--- src/rtl/ip_instr_queue.sv ---
// Two-wide in-order decoded-instruction queue between the decoder and the issuer.
// Circular buffer with pair writes at tail and pair reads at head; flush clears the pointers.
module ip_instr_queue #(
  parameter int DEPTH  = 8,
  parameter int INFO_W = 128
) (
  input  logic              clock,
  input  logic              reset,
  input  logic              flush,
  input  logic [1:0]        in_valid,
  input  logic [INFO_W-1:0] in_info [2],
  output logic              decoder_stop,
  output logic [1:0]        out_valid,
  output logic [INFO_W-1:0] out_info [2],
  input  logic              issuer_stop
);

  localparam int PW = $clog2(DEPTH);
  localparam int CW = PW + 1;
  localparam logic [CW-1:0] STOP_LIM = CW'(DEPTH - 2);

  logic [PW-1:0]     head_q, head_d;
  logic [PW-1:0]     tail_q, tail_d;
  logic [CW-1:0]     count_q, count_d;
  logic [INFO_W-1:0] mem_q [DEPTH];

  logic              accept;
  logic              wr0_en, wr1_en;
  logic [PW-1:0]     wr0_addr, wr1_addr;
  logic [1:0]        push_n, pop_n;

  // Stop depends on stored occupancy only, so there is no path from issuer or decoder.
  assign decoder_stop = (count_q > STOP_LIM);
  assign out_valid[0] = (count_q != '0);
  assign out_valid[1] = (count_q > CW'(1));
  assign out_info[0]  = mem_q[head_q];
  assign out_info[1]  = mem_q[head_q + PW'(1)];

  always_comb begin
    accept   = !decoder_stop && !flush;
    wr0_en   = accept && in_valid[0];
    wr1_en   = accept && in_valid[1];
    wr0_addr = tail_q;
    // A lone slot-1 push lands at tail so no hole is left in the buffer.
    wr1_addr = in_valid[0] ? tail_q + PW'(1) : tail_q;
    push_n   = {1'b0, wr0_en} + {1'b0, wr1_en};
    pop_n    = 2'd0;
    if (!issuer_stop && !flush) begin
      pop_n = {1'b0, out_valid[0]} + {1'b0, out_valid[1]};
    end

    head_d  = head_q + PW'(pop_n);
    tail_d  = tail_q + PW'(push_n);
    count_d = count_q + CW'(push_n) - CW'(pop_n);
    if (flush) begin
      head_d  = '0;
      tail_d  = '0;
      count_d = '0;
    end
  end

  always_ff @(posedge clock or negedge reset) begin
    if (!reset) begin
      head_q  <= '0;
      tail_q  <= '0;
      count_q <= '0;
    end else begin
      head_q  <= head_d;
      tail_q  <= tail_d;
      count_q <= count_d;
    end
  end

  // Payload storage is deliberately not reset; validity comes from count alone.
  always_ff @(posedge clock) begin
    if (wr0_en) mem_q[wr0_addr] <= in_info[0];
    if (wr1_en) mem_q[wr1_addr] <= in_info[1];
  end

endmodule

--- config.mk ---
export PLATFORM = sky130hd
export DESIGN_NAME = ip_instr_queue
export DESIGN_NICKNAME = d
export VERILOG_FILES = /design/src/rtl/ip_instr_queue.sv
export SDC_FILE = /design/constraint.sdc
export NUM_CORES = 2
export LEC_CHECK = 0
export BUFFER_PORTS_ARGS = -buffer_cell sky130_fd_sc_hd__buf_2
export CORE_AREA = 8 8 323 325
export CTS_BUF_LIST = sky130_fd_sc_hd__clkbuf_2 sky130_fd_sc_hd__clkbuf_4 sky130_fd_sc_hd__clkbuf_8
export CTS_CLUSTER_SIZE = 16
export DETAILED_ROUTE_END_ITERATION = 7
export DIE_AREA = 0 0 331 333
export PLACE_DENSITY = 0.9
export SLEW_MARGIN = 20
export SYNTH_ARGS = -nofsm -noshare
export SYNTH_HDL_FRONTEND = slang
export SYNTH_SLANG_ARGS = --single-unit
--- constraint.sdc ---
create_clock -name clock -period 20.4 [get_ports clock]
set_input_delay 3.06 -clock clock [delete_from_list [all_inputs] [get_ports clock]]
set_output_delay 3.06 -clock clock [all_outputs]
set_load 0.02 [all_outputs]
* Word level (Yosys, flattened, before mapping)
Memories as Yosys holds them, arrays and structs flattened.
Index checks and enable logic that the tools add are counted.
** Cells by class
- $add $sub $neg :: 8
- Order comparisons :: 2
- Multiplexer cells :: 9
- Reduce and logical (&&, ||, !) cells :: 8
** Operators by type and width (count)
- 2-to-1 mux 3 bit :: 3
- adder 3 x 1 -> 3 bit, second input constant :: 2
- adder 3 x 2 -> 3 bit :: 2
- adder 1 x 1 -> 2 bit :: 2
- adder 4 x 2 -> 4 bit :: 1
- greater-than comparator 4 x 1 -> 1 bit, second input constant :: 1
- greater-than comparator 4 x 3 -> 1 bit, second input constant :: 1
- logical AND 1 bit :: 4
- 2-to-1 mux 1 bit :: 4
- 2-to-1 mux 4 bit :: 1
- nonzero test 4 bit :: 1
- subtractor 4 x 2 -> 4 bit :: 1
- logical NOT 1 bit :: 3
- 2-to-1 mux 2 bit :: 1
** Storage, ports and cells
- Logic and storage cells :: 31
- Bits of input ports :: 262
- Bits in writable memories :: 1024
- Bits in registers :: 10
- Memories kept :: 1
- Output and inout bits :: 259
** Memory list
- mem_q :: depth 8, bits a word 128, rd ports 2, clocked after memory_dff 0, wr ports 2, RTL line 25 : logic [INFO_W-1:0] mem_q [DEPTH];

* Logic depth before layout (Yosys ltp)
- Depth in word-level cells :: 8
- Mapped depth :: 14
- Mapped depth without buffers :: 14

* Least setup slack after synthesis
No wires, ideal clock.
- Path type :: input to register
- Start point :: in flush
- End point :: mem mem_q[0][0], enable pin
- Setup time :: 0.802 ns
- Data required time :: 19.598 ns
- Slack :: 6.742 ns
- Stages :: 2
- Arrival time :: 12.855 ns
- Path buffers :: 0
- Cell sequence :: or3_1 > o31ai_1
** RTL lines
- start, declared :: RTL line 9 : input logic flush,
- end, declared :: RTL line 25

==> flow_summary.ini <==
[floorplanning]
coreArea_um2 = 99300
rows = 116
die_x_um = 331
fp.dieH_um = 333
start_util = 0.594
die_area_um2 = 110000
ios = 521

[critical_path]
cp-end-kind = output port
worstPathBufferInverterCount = 4
path_max_fanout = 146
crit_top_cell = buf_4
rr_endpoint = mem_q[4][0]$_DFFE_PP_
crit_family = buffers and inverters
crit_slowest_cell = dfrtp_4
crit_type = reg2out
cp_cell_sequence = buf_12, buf_4, buf_4, mux4_2, mux2_2, buf_2
r2r_cells = 8
crit_path_start_kind = flop
r2r_slack_ns = 15.52
r2r-start = count_q[3]$_DFF_PN0_
critical_path_arrival_ns = 5.41
required_ns = 17.34
max_stage_delay_ns = 1.03

[power]
ir_drop_v = 0.000112
power_leakage_nw = 21.3
p_per_area_nw_per_um2 = 113
power_mw = 7.43

[clock_network]
clock_path_buffers = 3
numCtsBuffers = 170
clk_pin_slew_ns = 0.06
cts_resized = 0
cts_root_buf = clkbuf_8
postCtsSetupBuffers = 0
cts_sinks = 1034
htree_levels = 4
hold_buffers = 0
insertion_delay_ns = 0.85
cts_tree = done

[yosys]
synth_top_area_cell = edfxtp_1
yosysSeqAreaShare = 0.526
ys.flop_type = edfxtp_1
synth_cell_types = 31
synth_area_leaders = edfxtp_1, mux2_2, mux4_2
yosysTopAreaCellShare = 0.522
yosys_warnings = 0
synth-seq-cells = 1034
ys_async_sr_fraction = 0.00967
synth_area_per_cell_um2 = 18.6
synthTopCellsByCount = mux2_2, edfxtp_1, mux4_2
synth_edf_count = 1024
synth.cell_area_um2 = 59000
synthCells = 3178
syn_nets = 3456
yosysMostFrequentCell = mux2_2

[global_routing]
gr-total-overflow = 0
grt_pass1_wl_um = 236000
grt_antenna_before_repair = 54
grt_max_degree = 147
grt_pass1_vias = 37400
grtUsageTotal = 0.286

[worst_hold_path]
hp-start = count_q[0]$_DFF_PN0_
holdPathEnd = count_q[0]$_DFF_PN0_
min_path_cells = 2
worstHoldPathType = reg2reg

[placed_design]
place_hpwl_um = 91600
io_buffer_count = 520
gp_congestion = 0.776

[sta]
drv_slew = 0
finalCriticalPeriod_ns = 8.47
rsz0062_at_grt = no
tns_ns = 0
timing_worst_slew_pin_value_ns = 1.37
fmax_ghz = 0.118
final_hold_viol_count = 0
relSlewSlack = 0.0856
fin_skew_ns = 0.0425
period_share = 0.415
holdWs_ns = 0.705
setup_viol = 0

[layout]
drive_gt1_frac = 0.697
nFillCells = 6514
final_net_count = 3947
area_growth_pct = 11.7

[detailed_routing]
drtIter0Drc = 3595
wl_per_cell_um = 31.2
postRouteAntennaNets = 0
drc = 0
routed_wl_um = 160000
num_vias = 34900
via_per_inst = 6.79
first_pass_iters = 5

[status]
outcome = finished, final reports clean

[run]
drv_cap = 0
## worst reg2reg max path, stage by stage (launching register included)
cell	delay, ns
dfrtp_1	0.41
inv_1	0.08
ha_1	0.20
and3_1	0.22
a2111oi_4	0.77
and3_4	0.93
o21bai_4	0.29
buf_4	0.60
buf_4	0.90
## area by class of cell
class	count	area, um2	share of cell area
Timing Repair Buffer	577	3080	0.0468
Multi-Input combinational cell	1871	26800	0.407
Sequential cell	1034	31000	0.471
Inverter	15	56.3	0.000855
Clock buffer	224	2760	0.0420
Clock inverter	76	442	0.00671
Antenna cell	46	115	0.00175
Tap cell	1298	1620	0.0247
## through the flow
stage	cells	utilization	area [um2]	setup WS, ns
after floorplan	3178	-	59000	6.74
after global placement	4795	0.630	62500	12.73
after detailed placement	4795	0.630	62500	12.63
after CTS	5095	0.662	65800	11.69
after global routing	5126	0.663	65800	11.47
final	5141	0.664	65900	11.93
## metal layers
metal,vias up,routed length (um),track usage,part of all wire
met2,1952,81000,0.481,0.51
met4,18,5410,0.118,0.034
li1,14500,-,-,-
met1,18100,57900,0.355,0.36
met3,339,15800,0.0693,0.099
met5,-,120,0,0.00075
## flip-flops by register name, indices dropped and copies added (netlist names)
| signal | cells |
|---|---|
| mem_q | 1024 |
| tail_q | 3 |
| count_q | 4 |
| head_q | 3 |
## where the power goes
group / total (mW) / internal (mW) / switching, mW
sequential: 2.61 / 2.52 / 0.0933
clock: 1.76 / 0.909 / 0.849
combinational: 3.07 / 1.43 / 1.63
## worst max path at each step
stage	startpoint	end	slack, ns	depth (start not counted)
2_1_floorplan	flush	mem_q[0][0]$_DFFE_PP_	6.74	2
3_3_place_gp	head_q[0]$_DFF_PN0_	out_info[46]	12.73	6
3_5_place_dp	head_q[0]$_DFF_PN0_	out_info[46]	12.63	6
4_1_cts	head_q[0]$_DFF_PN0_	out_info[46]	11.69	6
5_1_grt	head_q[0]$_DFF_PN0_	out_info[47]	11.47	6
6_report	head_q[0]$_DFF_PN0_	out_info[57]	11.93	6
## cells in the final DEF (no fill, tap or decap), types with 5 or more instances in the layout
cell        instances
and3_4              5
buf_2             520
buf_4              53
clkbuf_4           51
clkbuf_8          173
clkinv_1           45
clkinv_2           15
clkinvlp_4          6
dfrtp_1             7
diode_2            46
edfxtp_1         1024
ha_1               11
inv_1              15
mux2_2           1280
mux4_2            512
nand2_1             5
nand3b_1            5
nor2_1              8
o21bai_4            5
## logic make-up (layout without fill, tap and decap cells)
logic type	count (synthesis)	after routing	share of synthesized area
AO/OA/AOI/OAI	17	17	0.00242
XOR/XNOR	5	5	0.000743
adder cells (fa/ha/maj)	16	16	0.00390
buffers and inverters	273	892	0.0232
flip-flops	1034	1034	0.526
multiplexers	1792	1792	0.440
other	0	46	0
AND/OR/NAND/NOR	41	41	0.00384
Power figures use the tool's default switching activity.
